## src/rtl/ram_wr_arbiter_pkg.sv

```systemverilog
// Shared definitions for the frame-buffer write arbiter: owner codes, FSM states
// and default geometry of the 160x120 buffer.
package ram_wr_arbiter_pkg;

    localparam int unsigned AW_DEF        = 15;
    localparam int unsigned DW_DEF        = 8;
    localparam int unsigned LAST_ADDR_DEF = 19199;
    localparam int unsigned TIMEOUT_DEF   = 1024;

    localparam logic [1:0] OWN_NONE = 2'b00;
    localparam logic [1:0] OWN_0    = 2'b01;
    localparam logic [1:0] OWN_1    = 2'b10;

    typedef enum logic [1:0] {
        ST_IDLE = 2'd0,
        ST_OWN0 = 2'd1,
        ST_OWN1 = 2'd2
    } state_e;

    // Owner code shown to the outside world for a given FSM state.
    function automatic logic [1:0] owner_of(state_e s);
        logic [1:0] o;
        case (s)
            ST_OWN0: o = OWN_0;
            ST_OWN1: o = OWN_1;
            default: o = OWN_NONE;
        endcase
        return o;
    endfunction

endpackage

```

## src/rtl/ram_wr_arbiter_if.sv

```systemverilog
// Bundle of requester handshakes, RAM write port and status pulses of the
// write arbiter. master = producers/RAM side, slave = arbiter.
interface ram_wr_arbiter_if
    import ram_wr_arbiter_pkg::*;
#(
    parameter int unsigned AW = AW_DEF,
    parameter int unsigned DW = DW_DEF
);
    logic          valid0;
    logic          valid1;
    logic          sof0;
    logic          sof1;
    logic [DW-1:0] data0;
    logic [DW-1:0] data1;
    logic          ready0;
    logic          ready1;
    logic [AW-1:0] addr_in;
    logic [DW-1:0] data_in;
    logic          regwrite;
    logic [1:0]    owner;
    logic          frame_done;
    logic          abort;
    logic          drop0;
    logic          drop1;

    modport master (
        output valid0, valid1, sof0, sof1, data0, data1,
        input  ready0, ready1, addr_in, data_in, regwrite, owner,
               frame_done, abort, drop0, drop1
    );

    modport slave (
        input  valid0, valid1, sof0, sof1, data0, data1,
        output ready0, ready1, addr_in, data_in, regwrite, owner,
               frame_done, abort, drop0, drop1
    );

endinterface

```

## src/rtl/ram_wr_arbiter_frame_addr_ctr.sv

```systemverilog
// Frame write pointer: load-0 / load-1 / increment with a last-address flag.
module frame_addr_ctr
    import ram_wr_arbiter_pkg::*;
#(
    parameter int unsigned AW        = AW_DEF,
    parameter int unsigned LAST_ADDR = LAST_ADDR_DEF
) (
    input  logic          clk,
    input  logic          rst,
    input  logic          load0,
    input  logic          load1,
    input  logic          inc,
    output logic [AW-1:0] ptr,
    output logic          is_last
);

    logic [AW-1:0] ptr_q;
    logic [AW-1:0] ptr_d;

    assign is_last = (ptr_q == AW'(LAST_ADDR));
    assign ptr     = ptr_q;

    // A frame restart (load1) takes priority; increment wraps at the last address.
    always_comb begin
        ptr_d = ptr_q;
        if (load1) begin
            ptr_d = AW'(1);
        end else if (load0) begin
            ptr_d = '0;
        end else if (inc) begin
            ptr_d = is_last ? '0 : ptr_q + AW'(1);
        end
    end

    always_ff @(posedge clk or negedge rst) begin
        if (!rst) begin
            ptr_q <= '0;
        end else begin
            ptr_q <= ptr_d;
        end
    end

endmodule

```

## src/rtl/ram_wr_arbiter.sv

```systemverilog
// Per-frame round-robin owner of the frame-buffer RAM write port, with
// inactivity timeout; drives registered address/data/write strobe.
module ram_wr_arbiter
    import ram_wr_arbiter_pkg::*;
#(
    parameter int unsigned AW        = AW_DEF,
    parameter int unsigned DW        = DW_DEF,
    parameter int unsigned LAST_ADDR = LAST_ADDR_DEF,
    parameter int unsigned TIMEOUT   = TIMEOUT_DEF
) (
    input  logic clk,
    input  logic rst,
    ram_wr_arbiter_if.slave bus
);

    localparam int unsigned IW = $clog2(TIMEOUT);

    state_e        state_q, state_d;
    logic          rr_q, rr_d;
    logic [IW-1:0] idle_q, idle_d;
    logic          regwrite_q, regwrite_d;
    logic [AW-1:0] addr_q, addr_d;
    logic [DW-1:0] data_q, data_d;
    logic          frame_done_q, frame_done_d;
    logic          abort_q, abort_d;
    logic          drop0_q, drop0_d;
    logic          drop1_q, drop1_d;

    logic          ready0_c, ready1_c;
    logic          cand0, cand1;
    logic          own_sel, own_v, own_s;
    logic [DW-1:0] own_data;
    logic          load0, load1, inc;
    logic [AW-1:0] ptr;
    logic          is_last;

    frame_addr_ctr #(
        .AW        (AW),
        .LAST_ADDR (LAST_ADDR)
    ) u_ctr (
        .clk     (clk),
        .rst     (rst),
        .load0   (load0),
        .load1   (load1),
        .inc     (inc),
        .ptr     (ptr),
        .is_last (is_last)
    );

    // Next-state, handshake and write-port decode.
    always_comb begin
        state_d      = state_q;
        rr_d         = rr_q;
        idle_d       = idle_q;
        regwrite_d   = 1'b0;
        addr_d       = addr_q;
        data_d       = data_q;
        frame_done_d = 1'b0;
        abort_d      = 1'b0;
        load0        = 1'b0;
        load1        = 1'b0;
        inc          = 1'b0;

        cand0    = bus.valid0 & bus.sof0;
        cand1    = bus.valid1 & bus.sof1;
        own_sel  = (state_q == ST_OWN1);
        own_v    = own_sel ? bus.valid1 : bus.valid0;
        own_s    = own_sel ? bus.sof1   : bus.sof0;
        own_data = own_sel ? bus.data1  : bus.data0;

        // Non-owner non-sof beats are swallowed; sof beats stall until granted.
        ready0_c = (state_q == ST_OWN0) | (bus.valid0 & ~bus.sof0);
        ready1_c = (state_q == ST_OWN1) | (bus.valid1 & ~bus.sof1);
        drop0_d  = bus.valid0 & ~bus.sof0 & (state_q != ST_OWN0);
        drop1_d  = bus.valid1 & ~bus.sof1 & (state_q != ST_OWN1);

        case (state_q)
            ST_IDLE: begin
                idle_d = '0;
                if (cand0 && cand1) begin
                    state_d = rr_q ? ST_OWN1 : ST_OWN0;
                end else if (cand0) begin
                    state_d = ST_OWN0;
                end else if (cand1) begin
                    state_d = ST_OWN1;
                end
            end
            ST_OWN0, ST_OWN1: begin
                if (own_v) begin
                    regwrite_d = 1'b1;
                    data_d     = own_data;
                    idle_d     = '0;
                    if (own_s) begin
                        addr_d = '0;
                        load1  = 1'b1;
                    end else begin
                        addr_d = ptr;
                        if (is_last) begin
                            frame_done_d = 1'b1;
                            load0        = 1'b1;
                            state_d      = ST_IDLE;
                            rr_d         = ~own_sel;
                        end else begin
                            inc = 1'b1;
                        end
                    end
                end else if (idle_q == IW'(TIMEOUT - 1)) begin
                    abort_d = 1'b1;
                    load0   = 1'b1;
                    idle_d  = '0;
                    state_d = ST_IDLE;
                    rr_d    = ~own_sel;
                end else begin
                    idle_d = idle_q + IW'(1);
                end
            end
            default: begin
                state_d = ST_IDLE;
            end
        endcase
    end

    always_ff @(posedge clk or negedge rst) begin
        if (!rst) begin
            state_q      <= ST_IDLE;
            rr_q         <= 1'b0;
            idle_q       <= '0;
            regwrite_q   <= 1'b0;
            addr_q       <= '0;
            data_q       <= '0;
            frame_done_q <= 1'b0;
            abort_q      <= 1'b0;
            drop0_q      <= 1'b0;
            drop1_q      <= 1'b0;
        end else begin
            state_q      <= state_d;
            rr_q         <= rr_d;
            idle_q       <= idle_d;
            regwrite_q   <= regwrite_d;
            addr_q       <= addr_d;
            data_q       <= data_d;
            frame_done_q <= frame_done_d;
            abort_q      <= abort_d;
            drop0_q      <= drop0_d;
            drop1_q      <= drop1_d;
        end
    end

    assign bus.ready0     = ready0_c;
    assign bus.ready1     = ready1_c;
    assign bus.addr_in    = addr_q;
    assign bus.data_in    = data_q;
    assign bus.regwrite   = regwrite_q;
    assign bus.owner      = owner_of(state_q);
    assign bus.frame_done = frame_done_q;
    assign bus.abort      = abort_q;
    assign bus.drop0      = drop0_q;
    assign bus.drop1      = drop1_q;

endmodule

```

## src/flat_wrapper.sv

```systemverilog
// flat-port wrapper written by rule: the top's interface ports become plain ports
module ram_wr_arbiter_flat import ram_wr_arbiter_pkg::*;
#(
    parameter int unsigned AW        = AW_DEF,
    parameter int unsigned DW        = DW_DEF,
    parameter int unsigned LAST_ADDR = LAST_ADDR_DEF,
    parameter int unsigned TIMEOUT   = TIMEOUT_DEF
)
  (clk, rst, bus_valid0, bus_valid1, bus_sof0, bus_sof1, bus_data0, bus_data1, bus_ready0, bus_ready1, bus_addr_in, bus_data_in, bus_regwrite, bus_owner, bus_frame_done, bus_abort, bus_drop0, bus_drop1);
  ram_wr_arbiter_if #(.AW(AW), .DW(DW)) bus_i ();
  input  logic clk;
  input  logic rst;
  input wire logic [$bits(bus_i.valid0)-1:0] bus_valid0;
  input wire logic [$bits(bus_i.valid1)-1:0] bus_valid1;
  input wire logic [$bits(bus_i.sof0)-1:0] bus_sof0;
  input wire logic [$bits(bus_i.sof1)-1:0] bus_sof1;
  input wire logic [$bits(bus_i.data0)-1:0] bus_data0;
  input wire logic [$bits(bus_i.data1)-1:0] bus_data1;
  output wire logic [$bits(bus_i.ready0)-1:0] bus_ready0;
  output wire logic [$bits(bus_i.ready1)-1:0] bus_ready1;
  output wire logic [$bits(bus_i.addr_in)-1:0] bus_addr_in;
  output wire logic [$bits(bus_i.data_in)-1:0] bus_data_in;
  output wire logic [$bits(bus_i.regwrite)-1:0] bus_regwrite;
  output wire logic [$bits(bus_i.owner)-1:0] bus_owner;
  output wire logic [$bits(bus_i.frame_done)-1:0] bus_frame_done;
  output wire logic [$bits(bus_i.abort)-1:0] bus_abort;
  output wire logic [$bits(bus_i.drop0)-1:0] bus_drop0;
  output wire logic [$bits(bus_i.drop1)-1:0] bus_drop1;
  assign bus_i.valid0 = bus_valid0;
  assign bus_i.valid1 = bus_valid1;
  assign bus_i.sof0 = bus_sof0;
  assign bus_i.sof1 = bus_sof1;
  assign bus_i.data0 = bus_data0;
  assign bus_i.data1 = bus_data1;
  assign bus_ready0 = bus_i.ready0;
  assign bus_ready1 = bus_i.ready1;
  assign bus_addr_in = bus_i.addr_in;
  assign bus_data_in = bus_i.data_in;
  assign bus_regwrite = bus_i.regwrite;
  assign bus_owner = bus_i.owner;
  assign bus_frame_done = bus_i.frame_done;
  assign bus_abort = bus_i.abort;
  assign bus_drop0 = bus_i.drop0;
  assign bus_drop1 = bus_i.drop1;
  ram_wr_arbiter #(.AW(AW), .DW(DW), .LAST_ADDR(LAST_ADDR), .TIMEOUT(TIMEOUT)) u_core (.clk(clk), .rst(rst), .bus(bus_i));
endmodule
```

## config.mk

```make
export PLATFORM = sky130hd
export DESIGN_NAME = ram_wr_arbiter_flat
export DESIGN_NICKNAME = d
export VERILOG_FILES = /design/src/rtl/ram_wr_arbiter_pkg.sv /design/src/rtl/ram_wr_arbiter_if.sv /design/src/rtl/ram_wr_arbiter_frame_addr_ctr.sv /design/src/rtl/ram_wr_arbiter.sv /design/src/flat_wrapper.sv
export SDC_FILE = /design/constraint.sdc
export NUM_CORES = 1
export LEC_CHECK = 0
export CAP_MARGIN = 20
export CORE_AREA = 2 2 88 90
export DETAILED_ROUTE_END_ITERATION = 10
export DIE_AREA = 0 0 90 92
export GPL_ROUTABILITY_DRIVEN = 0
export HOLD_SLACK_MARGIN = 0.08
export PLACE_DENSITY = 0.72
export SYNTH_ARGS = -nofsm -noshare
export SYNTH_HDL_FRONTEND = slang
export SYNTH_HIERARCHICAL = 1
export SYNTH_SLANG_ARGS = --single-unit
```

## constraint.sdc

```tcl
create_clock -name clk -period 8 [get_ports clk]
set_input_delay 1.6 -clock clk [delete_from_list [all_inputs] [get_ports clk]]
set_output_delay 1.6 -clock clk [all_outputs]
set_load 0.05 [all_outputs]
```

# Yosys cells after proc, flatten, opt, wreduce, memory -nomap -nowiden

Cells that the tools add are included.

Bits in latches: 0
Input bits: 22
Flip-flop bits (word level): 56
Bits in writable memories: 0
Word-level logic and storage cells: 88
Memories kept: 0
Bits in read-only memories: 0
Output and inout bits: 32

Magnitude comparators: 0
Multiplexer cells: 43
$add $sub $neg: 2
Equality and inequality tests: 12
Reduce and logical (&&, ||, !) cells: 9
Div/mod/pow operators: 0
Multiply operators: 0
Shifts and indexed selects: 0
Bitwise operators: 11

Operators by type and width:

| kind                                                  | count |
|---|---|
| 2-to-1 mux 15 bit                                     | 5 |
| 2-to-1 mux 1 bit                                      | 24 |
| 2-to-1 mux 10 bit                                     | 2 |
| one-hot mux 10 bit (2 select lines)                   | 1 |
| 2-to-1 mux 2 bit                                      | 8 |
| adder 15 x 1 -> 15 bit, second input constant         | 1 |
| == test 15 bit, second input constant                 | 1 |
| adder 10 x 1 -> 10 bit, second input constant         | 1 |
| == test 10 bit, second input constant                 | 1 |
| 2-to-1 mux 8 bit                                      | 1 |
| one-hot mux 2 bit (2 select lines)                    | 2 |
| AND reduction 4 bit                                   | 2 |
| bitwise AND 1 bit                                     | 6 |
| inequality test 2 bit, second input constant          | 3 |
| inequality test 3 bit, second input constant          | 2 |
| inequality test 4 x 1 -> 1 bit, second input constant | 1 |
| nonzero test 2 bit                                    | 2 |
| inequality test 3 x 1 -> 1 bit, second input constant | 1 |
| NOT 1 bit                                             | 3 |
| nonzero test 3 bit                                    | 1 |
| == test 2 x 1 -> 1 bit, second input constant         | 1 |
| == test 2 bit, second input constant                  | 1 |
| logical NOT 2 bit                                     | 1 |
| inequality test 2 x 1 -> 1 bit, second input constant | 1 |
| other kinds (4)                                       | 5 |

# Logic depth before layout (Yosys ltp)

Gate-level depths: netlist (run 1).

Depth in word-level cells: 8
Mapped depth: 14
Gate-level depth less buffers: 11

# By module

The synthesis (run 1) kept the hierarchy.

Modules (own cells, without submodules):

| module         | seq. area each (um^2) | area each (um^2) | cells each | instances |
|---|---|---|---|---|
| ram_wr_arbiter | 1026.0                | 1968.1           | 203        | 1 |
| frame_addr_ctr | 375.4                 | 885.8            | 94         | 1 |

# Worst setup path after synthesis (run 1)

Ideal clock, no wire load.

Path type: in2out
Start point: input port bus_sof0
End point: output port bus_ready0
Path slack: 4290 ps
Stages on the path: 2
Buffers on the path: 0
Arrival time: 2110 ps
Required time: 6400 ps
Path through: nand2b_1 nand2b_1

Cells in the longest elaborated chain, start to end: 3

Ends and longest elaborated chain:

| element            | line                 | text |
|---|---|---|
| start: declaration | flat_wrapper.sv:15   | `input wire logic [$bits(bus_i.sof0)-1:0] bus_sof0;` |
| NOT 1 bit          | ram_wr_arbiter.sv:72 | `ready0_c = (state_q == ST_OWN0) \| (bus.valid0 & ~bus.sof0);` |
| bitwise AND 1 bit  | ram_wr_arbiter.sv:72 |  |
| OR 1 bit           | ram_wr_arbiter.sv:72 |  |
| end: declaration   | flat_wrapper.sv:19   | `output wire logic [$bits(bus_i.ready0)-1:0] bus_ready0;` |

Every way passes these cells.

# Final worst setup path (run 1)

Start point: input port bus_sof1
End point: output port bus_ready1

Cells in the longest elaborated chain, start to end: 3

Ends and longest elaborated chain:

| element            | line                 | text |
|---|---|---|
| start: declaration | flat_wrapper.sv:16   | `input wire logic [$bits(bus_i.sof1)-1:0] bus_sof1;` |
| NOT 1 bit          | ram_wr_arbiter.sv:73 | `ready1_c = (state_q == ST_OWN1) \| (bus.valid1 & ~bus.sof1);` |
| bitwise AND 1 bit  | ram_wr_arbiter.sv:73 |  |
| OR 1 bit           | ram_wr_arbiter.sv:73 |  |
| end: declaration   | flat_wrapper.sv:20   | `output wire logic [$bits(bus_i.ready1)-1:0] bus_ready1;` |

Every way passes these cells.

==> results of run 1 <==
## kinds of logic (layout without fill, tap and decap cells)
kind of cell / count (synthesis) / after routing
simple gates: 147 / 147
flops: 56 / 56
compound gates: 42 / 42
buf+inv: 21 / 70
mux: 15 / 15
xor+xnor: 10 / 10
fa+ha+maj: 6 / 6
## where the power goes
part / internal, uW / switching [uW] / leakage (uW)
Combinational: 156 / 301 / 0.000813
Sequential: 327 / 31.6 / 0.000753
Clock: 89.9 / 84.3 / 0.0000501
## layout make-up
| cell class | instances | area (sq um) |
|---|---|---|
| clock buffer | 5 | 68.82 |
| timing repair buffer | 54 | 533.0 |
| tap | 102 | 127.6 |
| multi-input combinational | 220 | 1361 |
| inverter | 10 | 37.54 |
| fill | 728 | 3887 |
| sequential | 56 | 1401 |
| clock inverter | 1 | 30.03 |
## through the flow
stage	hold WS [ns]	instances	cell area [sq um]	utilization
after floorplan	0.4942	297	2854	-
after global placement	0.4514	442	3461	0.4647
after detailed placement	0.4547	442	3461	0.4647
after CTS	0.4762	448	3560	0.4780
after global routing	0.4967	448	3560	0.4780
final	0.4706	448	3560	0.4780
## layer usage
layer / track usage / routed length (microns) / share of wire
met3: 0.03615 / 258 / 0.042
met2: 0.2500 / 2835 / 0.46
met5: 0 / 0 / 0
met1: 0.2023 / 2919 / 0.48
met4: 0.05897 / 93 / 0.015
## registers in the layout (all words and copies together) (netlist names)
signal / count
u_core/bus.addr_in: 15
u_core/u_ctr/ptr: 15
u_core/idle_q: 10
u_core/bus.data_in: 8
u_core/state_q: 2
u_core/bus.abort: 1
u_core/bus.drop0: 1
u_core/bus.drop1: 1
u_core/bus.frame_done: 1
u_core/bus.regwrite: 1
u_core/rr_q: 1
## worst max path at each step
stage | start | endpoint | slack [ns] | cells past startpoint
after floorplan | bus_sof0 | bus_ready0 | 4.29 | 2
after global placement | bus_sof0 | bus_ready0 | 3.24 | 4
after detailed placement | bus_sof1 | bus_ready1 | 3.23 | 4
after CTS | bus_sof0 | bus_ready0 | 3.23 | 4
after global routing | bus_sof0 | bus_ready0 | 3.14 | 4
final | bus_sof1 | bus_ready1 | 3.23 | 4
## synthesized netlist by cell type, types with 2 or more instances
| cell | instances | area (sq um) |
|---|---|---|
| ha_1 | 6 | 75.07 |
| nand2b_1 | 6 | 37.54 |
| inv_1 | 9 | 33.78 |
| xnor2_1 | 3 | 26.28 |
| a21oi_1 | 6 | 30.03 |
| dfrtp_1 | 56 | 1401 |
| nand3_1 | 23 | 115.1 |
| xor2_1 | 7 | 61.31 |
| nor3b_1 | 2 | 15.01 |
| o21ai_0 | 21 | 105.1 |
| nor3_1 | 4 | 20.02 |
| clkbuf_1 | 7 | 26.28 |
| nand4_1 | 9 | 56.30 |
| and3_1 | 4 | 25.02 |
| nand2_1 | 58 | 217.7 |
| mux2_4 | 2 | 30.03 |
| o31ai_1 | 3 | 22.52 |
| mux2i_1 | 12 | 120.1 |
| or4_1 | 2 | 15.01 |
| and2_1 | 3 | 18.77 |
| nor2_1 | 19 | 71.32 |
| or3_1 | 2 | 12.51 |
## critical path, stage by stage
cell	delay (ns)
clkdlybuf4s50_1	0.49
nand2b_1	0.20
nand2b_1	0.08
clkdlybuf4s50_1	0.80
==> flow_summary.json, run 1 <==
{
  "status": "finished clean",
  "crit_arrival_ns": 3.17,
  "cp.required_ns": 6.40,
  "cts_root_buf": "clkbuf_8",
  "synth-xor-area-share": 0.03069,
  "fin_tns_setup_ns": 0,
  "via_count": 2281,
  "n_antenna_cell": 0,
  "ys_types": 55,
  "clock_sinks": 56,
  "post-place-ws_ns": 3.230,
  "grt_max_degree": 57,
  "reg2reg_to": "u_core/u_ctr/ptr[9]",
  "wl_microns": 6106,
  "reg2regPathDepth": 11,
  "post-route-period-util": 0.5962,
  "ir_drop_mv": 0.1128,
  "synth_top_family_by_area": "simple AND/OR/NAND/NOR gates",
  "critPathLaunchType": "primary input",
  "final_cell_mix": "nand2_1, dfrtp_1, clkdlybuf4s50_1",
  "drt_iter0_markers": 91,
  "synth_seq_cells": 56,
  "cts_tree": "yes",
  "grt_pass1_vias": 2240,
  "maxSlewViolCount": 0,
  "yosys.area_share.simple": 0.2661,
  "chipWidth_microns": 90,
  "cts.htree.levels": 2,
  "muxShareOfSynthArea": 0.06050,
  "syn_inst": 297,
  "synth-edff-count": 0,
  "total_power_uw": 990.4,
  "grt_usage": 0.1545,
  "rr_startpoint": "u_core/state_q[0]",
  "drv_cap": 0,
  "die-area_sq_um": 8280,
  "syn-mean-instance-area_sq_um": 9.609,
  "hold_end": "u_core/bus.addr_in[9]",
  "fmax_mhz": 209.7,
  "synthAdderAreaFrac": 0.02630,
  "cts_buffers": 5,
  "r2r_slack_ns": 4.15,
  "cts_hold_buf": 0,
  "min-delay-start": "u_core/bus.addr_in[9]",
  "io_pins": 54,
  "syn2layout_area_growth_pct": 24.73,
  "async_reset_ff_frac": 1.000,
  "io_buffers": 53,
  "hold_viol": 0,
  "synth_compound_area_frac": 0.09338,
  "fp.dieH_microns": 92,
  "drc_errors": 0,
  "worstMarginPinSlew_ns": 0.8493,
  "antenna_found_initial": 0,
  "netlist_area_sq_um": 2854,
  "crit_type": "in2out",
  "cts.path.max_buffers": 2,
  "avgViaCountPerCell": 5.092,
  "min_delay_path_depth": 2,
  "drtAntennaViolNets": 0,
  "drive_gt1_frac": 0.06647,
  "finalSetupViolations": 0,
  "post_cts_buffers": 0,
  "hold_path.class": "reg2reg",
  "final_common_cell": "nand2_1",
  "hpwl_microns": 4296,
  "clkSlewWorstSetupHoldPaths_ns": 0.09,
  "postSynth.topFlopCell": "dfrtp_1",
  "cts_resized": 0,
  "rows": 32,
  "num-nets-final": 375,
  "period_needed_ns": 4.769,
  "yosysWarnings": 6,
  "overflow": 0,
  "start_util": 0.3832,
  "clk_latency_ns": 0.31,
  "timing.slew.headroom": 0.4338,
  "critPathMaxFanout": 4,
  "grt_pass1_wl_microns": 10530,
  "endpoint_kind": "primary output",
  "fp.coreArea_sq_um": 7447,
  "firstDrtPassIters": 4,
  "yosysSeqAreaShare": 0.4910,
  "wl_per_cell_microns": 13.63,
  "skew_ns": 0.005281,
  "leakage_uw": 0.001617,
  "power_density_nw_per_um2": 278.2,
  "grt_setup_unrepaired": "false",
  "syn-num-nets": 325,
  "fin_ws_ns": 3.231
}
No activity file was read; power rests on OpenSTA's default activity.
==> inputs of run 2 (changes only) <==
- PLACE_DENSITY: 0.72 -> 0.74
- clock period: 8 -> 4.1 ns (I/O delays scaled with it)
==> flow_summary.json, run 2 (synthesis gave the netlist of run 1 again) <==
{
  "period_needed_ns": 3.374,
  "p_int_uw": 1070,
  "cts_hold_buf": 0,
  "switching_power_uw": 822.2,
  "fin_tns_setup_ns": 0,
  "hpwl_microns": 4491,
  "design_area_sq_um": 3572,
  "num-nets-final": 379,
  "hold_path.class": "in2async",
  "rows": 32,
  "leakage_uw": 0.001627,
  "overflow": 0,
  "reg2regPathDepth": 10,
  "status": "finished clean",
  "fp.dieH_microns": 92,
  "worstMarginPinSlew_ns": 0.5969,
  "cp.required_ns": 4.34,
  "grt_usage": 0.1523,
  "syn2layout_area_growth_pct": 25.16,
  "place_area_sq_um": 3491,
  "grt_setup_unrepaired": "false",
  "critPathLaunchType": "register",
  "cts_root_buf": "clkbuf_8",
  "post_cts_buffers": 0,
  "final_common_cell": "nand2_1",
  "p_sw_frac": 0.4344,
  "pwr-share-comb": 0.479,
  "cts.htree.levels": 2,
  "max_stage_delay_ns": 0.65,
  "ir_drop_mv": 0.1705,
  "r2r_slack_ns": 0.73,
  "power_frac_seq": 0.369,
  "fp.coreArea_sq_um": 7447,
  "clkSlewWorstSetupHoldPaths_ns": 0.10,
  "avgViaCountPerCell": 5.139,
  "drive_gt1_frac": 0.07977,
  "cp-endpoint": "u_core/u_ctr/ptr[9]",
  "rr_startpoint": "u_core/state_q[0]",
  "post-route-period-util": 0.8229,
  "via_count": 2328,
  "critPathMaxFanout": 19,
  "crit_chain": "inv_1 -> ha_1 -> mux2i_4 -> nand4_1 -> o21ai_0 -> buf_4 -> or3_1 -> nand3_1 -> or3_2 -> a21oi_1",
  "finalSetupViolations": 0,
  "firstDrtPassIters": 5,
  "clk_latency_ns": 0.31,
  "final_cell_mix": "nand2_1, dfrtp_1, clkdlybuf4s50_1",
  "cts.path.max_buffers": 2,
  "reg2reg_to": "u_core/u_ctr/ptr[9]",
  "post-place-ws_ns": 0.6466,
  "hold_viol": 0,
  "drtAntennaViolNets": 0,
  "start_util": 0.3832,
  "chipWidth_microns": 90,
  "drc_errors": 0,
  "n_antenna_cell": 0,
  "io_pins": 54,
  "crit_arrival_ns": 3.61,
  "clockPowerShare": 0.152,
  "timing.slew.headroom": 0.5936,
  "grt_pass1_vias": 2260,
  "skew_ns": 0.006466,
  "power_density_nw_per_um2": 529.8,
  "drv_cap": 0,
  "cts_tree": "yes",
  "endpoint_kind": "register",
  "clock_sinks": 56,
  "crit_type": "reg2reg",
  "crit_start": "u_core/state_q[0]",
  "fillers": 712,
  "die-area_sq_um": 8280,
  "drt_iter0_markers": 142,
  "antenna_found_initial": 0,
  "grt_pass1_wl_microns": 10410,
  "wl_microns": 6141,
  "wl_per_cell_microns": 13.56,
  "fmax_mhz": 296.4,
  "cts_resized": 0,
  "cts_buffers": 5,
  "grt_max_degree": 35,
  "io_buffers": 53,
  "fin_ws_ns": 0.7259,
  "maxSlewViolCount": 0,
  "cpMaxStageDelayCell": "mux2i_4"
}
-- run 2: routing by layer --
| layer | routed length (microns) | up-vias | GRT usage |
|---|---|---|---|
| li1 | - | 1141 | - |
| met4 | 99 | 0 | 0.05513 |
| met1 | 2866 | 1121 | 0.1954 |
| met5 | 0 | - | 0 |
| met3 | 349 | 9 | 0.04273 |
| met2 | 2825 | 57 | 0.2475 |
-- run 2: power by group through the flow --
stage | logic (uW) | registers, uW | clock network [uW]
3_5_place_dp | 910 | 709 | 0
4_1_cts | 910 | 699 | 299
3_3_place_gp | 896 | 708 | 0
5_1_grt | 980 | 712 | 322
2_1_floorplan | 458 | 900 | 0
6_report | 907 | 698 | 287
-- run 2: worst min-delay path by stage --
stage | start | end | slack, ns
after floorplan | u_core/rr_q | u_core/rr_q | 0.49
after global placement | u_core/bus.addr_in[0] | u_core/bus.addr_in[0] | 0.45
after detailed placement | u_core/bus.addr_in[6] | u_core/bus.addr_in[6] | 0.45
after CTS | rst | u_core/bus.addr_in[14] | 0.48
after global routing | u_core/bus.addr_in[1] | u_core/bus.addr_in[1] | 0.49
final | rst | u_core/u_ctr/ptr[3] | 0.47
-- run 2: critical path, delay by kind of cell (launching register included) --
family / cells / cell delay (ns)
flops: 1 / 0.42
fa+ha+maj: 1 / 0.53
simple gates: 4 / 1.11
mux: 1 / 0.65
buf+inv: 2 / 0.29
compound gates: 2 / 0.29
-- run 2: per-stage QoR --
step / power, uW / std cells / hold WS (ns) / utilization
final: 1893 / 453 / 0.4691 / 0.4797
after global routing: 2014 / 453 / 0.4923 / 0.4797
after CTS: 1908 / 453 / 0.4774 / 0.4797
after detailed placement: 1619 / 446 / 0.4549 / 0.4688
after global placement: 1604 / 446 / 0.4504 / 0.4688
after floorplan: 1359 / 297 / 0.4942 / -
-- run 2: final cells by class --
class	count	area, sq um	area share
flip-flops and latches	56	1401	0.3923
multi-input cells	220	1361	0.3811
repair buffers	58	563.0	0.1576
well taps	102	127.6	0.03573
clock buffers	5	68.82	0.01926
inverters	10	37.54	0.01051
clock inverters	2	12.51	0.003503
==> inputs of run 3 (changes only) <==
- PLACE_DENSITY: 0.74 -> 0.72
- clock period: 4.1 -> 3.4 ns (I/O delays scaled with it)
==> flow_summary.json, run 3 (synthesis gave the netlist of run 1 again) <==
{
  "status": "finished clean",
  "overflow": 0,
  "die-area_sq_um": 8280,
  "timing.slew.headroom": 0.5575,
  "drt_iter0_markers": 162,
  "wl_microns": 6168,
  "via_count": 2349,
  "grt_pass1_wl_microns": 10870,
  "drv_cap": 0,
  "power_density_nw_per_um2": 644.3,
  "hpwl_microns": 4655,
  "ir_drop_mv": 0.3390,
  "avgViaCountPerCell": 5.140,
  "cts.htree.levels": 2,
  "cts_buffers": 5,
  "antenna_found_initial": 0,
  "grt_pass1_vias": 2291,
  "clkSlewWorstSetupHoldPaths_ns": 0.10,
  "endpoint_kind": "primary output",
  "clk_latency_ns": 0.31,
  "period_needed_ns": 3.116,
  "wl_per_cell_microns": 13.50,
  "n_antenna_cell": 0,
  "io_pins": 54,
  "fin_tns_setup_ns": 0,
  "final_common_cell": "nand2_1",
  "finalSetupViolations": 0,
  "cts_resized": 0,
  "fp.dieH_microns": 92,
  "grt_max_degree": 32,
  "leakage_uw": 0.001643,
  "maxSlewViolCount": 0,
  "num-nets-final": 382,
  "drive_gt1_frac": 0.08732,
  "multi_input_area_sq_um": 1361,
  "cts.path.max_buffers": 2,
  "cts_root_buf": "clkbuf_8",
  "fp.coreArea_sq_um": 7447,
  "reg2regPathDepth": 9,
  "clock_sinks": 56,
  "cts_hold_buf": 0,
  "fillers": 723,
  "grt_usage": 0.1593,
  "drtAntennaViolNets": 0,
  "crit_type": "reg2out",
  "skew_ns": 0.009592,
  "critPathLaunchType": "register",
  "grt_setup_unrepaired": "false",
  "fmax_mhz": 320.9,
  "cts_tree": "yes",
  "crit_arrival_ns": 2.44,
  "hold_path.class": "in2async",
  "hold_viol": 0,
  "worstMarginPinSlew_ns": 0.6555,
  "cp.required_ns": 2.72,
  "firstDrtPassIters": 4,
  "post-route-period-util": 0.9165,
  "final_cell_mix": "nand2_1, dfrtp_1, clkdlybuf4s50_1",
  "critPathMaxFanout": 10,
  "start_util": 0.3832,
  "syn2layout_area_growth_pct": 26.22,
  "io_buffers": 53,
  "post_cts_buffers": 0,
  "drc_errors": 0,
  "final-seq-area_sq_um": 1401,
  "rows": 32,
  "total_power_uw": 2321,
  "chipWidth_microns": 90
}
[run 3: path summary, 6_finish.rpt]
path	startpoint	end	slack [ns]
max in group asynchronous	rst	u_core/idle_q[1]	2.51
worst max register to register	u_core/state_q[0]	u_core/u_ctr/ptr[9]	0.47
worst min-delay path	rst	u_core/bus.addr_in[10]	0.28
worst max-delay path	u_core/state_q[0]	bus_ready1	0.28
worst min register to register	u_core/bus.addr_in[7]	u_core/bus.addr_in[7]	0.47
min in group clk	u_core/bus.addr_in[7]	u_core/bus.addr_in[7]	0.47
[run 3: worst max-delay path, cell delays in order (launching register included)]
cell	delay (ns)
dfrtp_1	0.42
inv_1	0.11
ha_1	0.39
buf_4	0.28
nand2b_1	0.12
clkdlybuf4s50_1	0.79
[run 3: final cells by class]
class	count	area share
timing repair buffer	61	0.1626
clock buffer	6	0.02015
inverter	10	0.01042
sequential	56	0.3890
multi-input combinational	220	0.3779
tap	102	0.03543
clock inverter	2	0.004515
[run 3: stage by stage]
stage	instance area (sq um)	worst slack, ns	instances	utilization	hold slack [ns]
global placement	3513	0.4038	449	0.4718	0.4512
global route	3602	0.1477	457	0.4837	0.3036
detailed placement	3513	0.3295	449	0.4718	0.4565
CTS	3602	0.2712	457	0.4837	0.2894
finish	3602	0.2838	457	0.4837	0.2832
floorplan	2854	0.2330	297	-	0.3844
[run 3: where the power goes]
part | internal (uW) | switching, uW | total [uW]
logic | 397 | 718 | 1110
clock network | 147 | 216 | 363
registers | 770 | 73.2 | 843
total | 1310 | 1010 | 2320
[run 3: layer usage]
metal	routed length, microns	track usage
met1	2850	0.2088
met2	2970	0.2644
met3	264	0.03615
met4	82	0.04872
met5	0	0
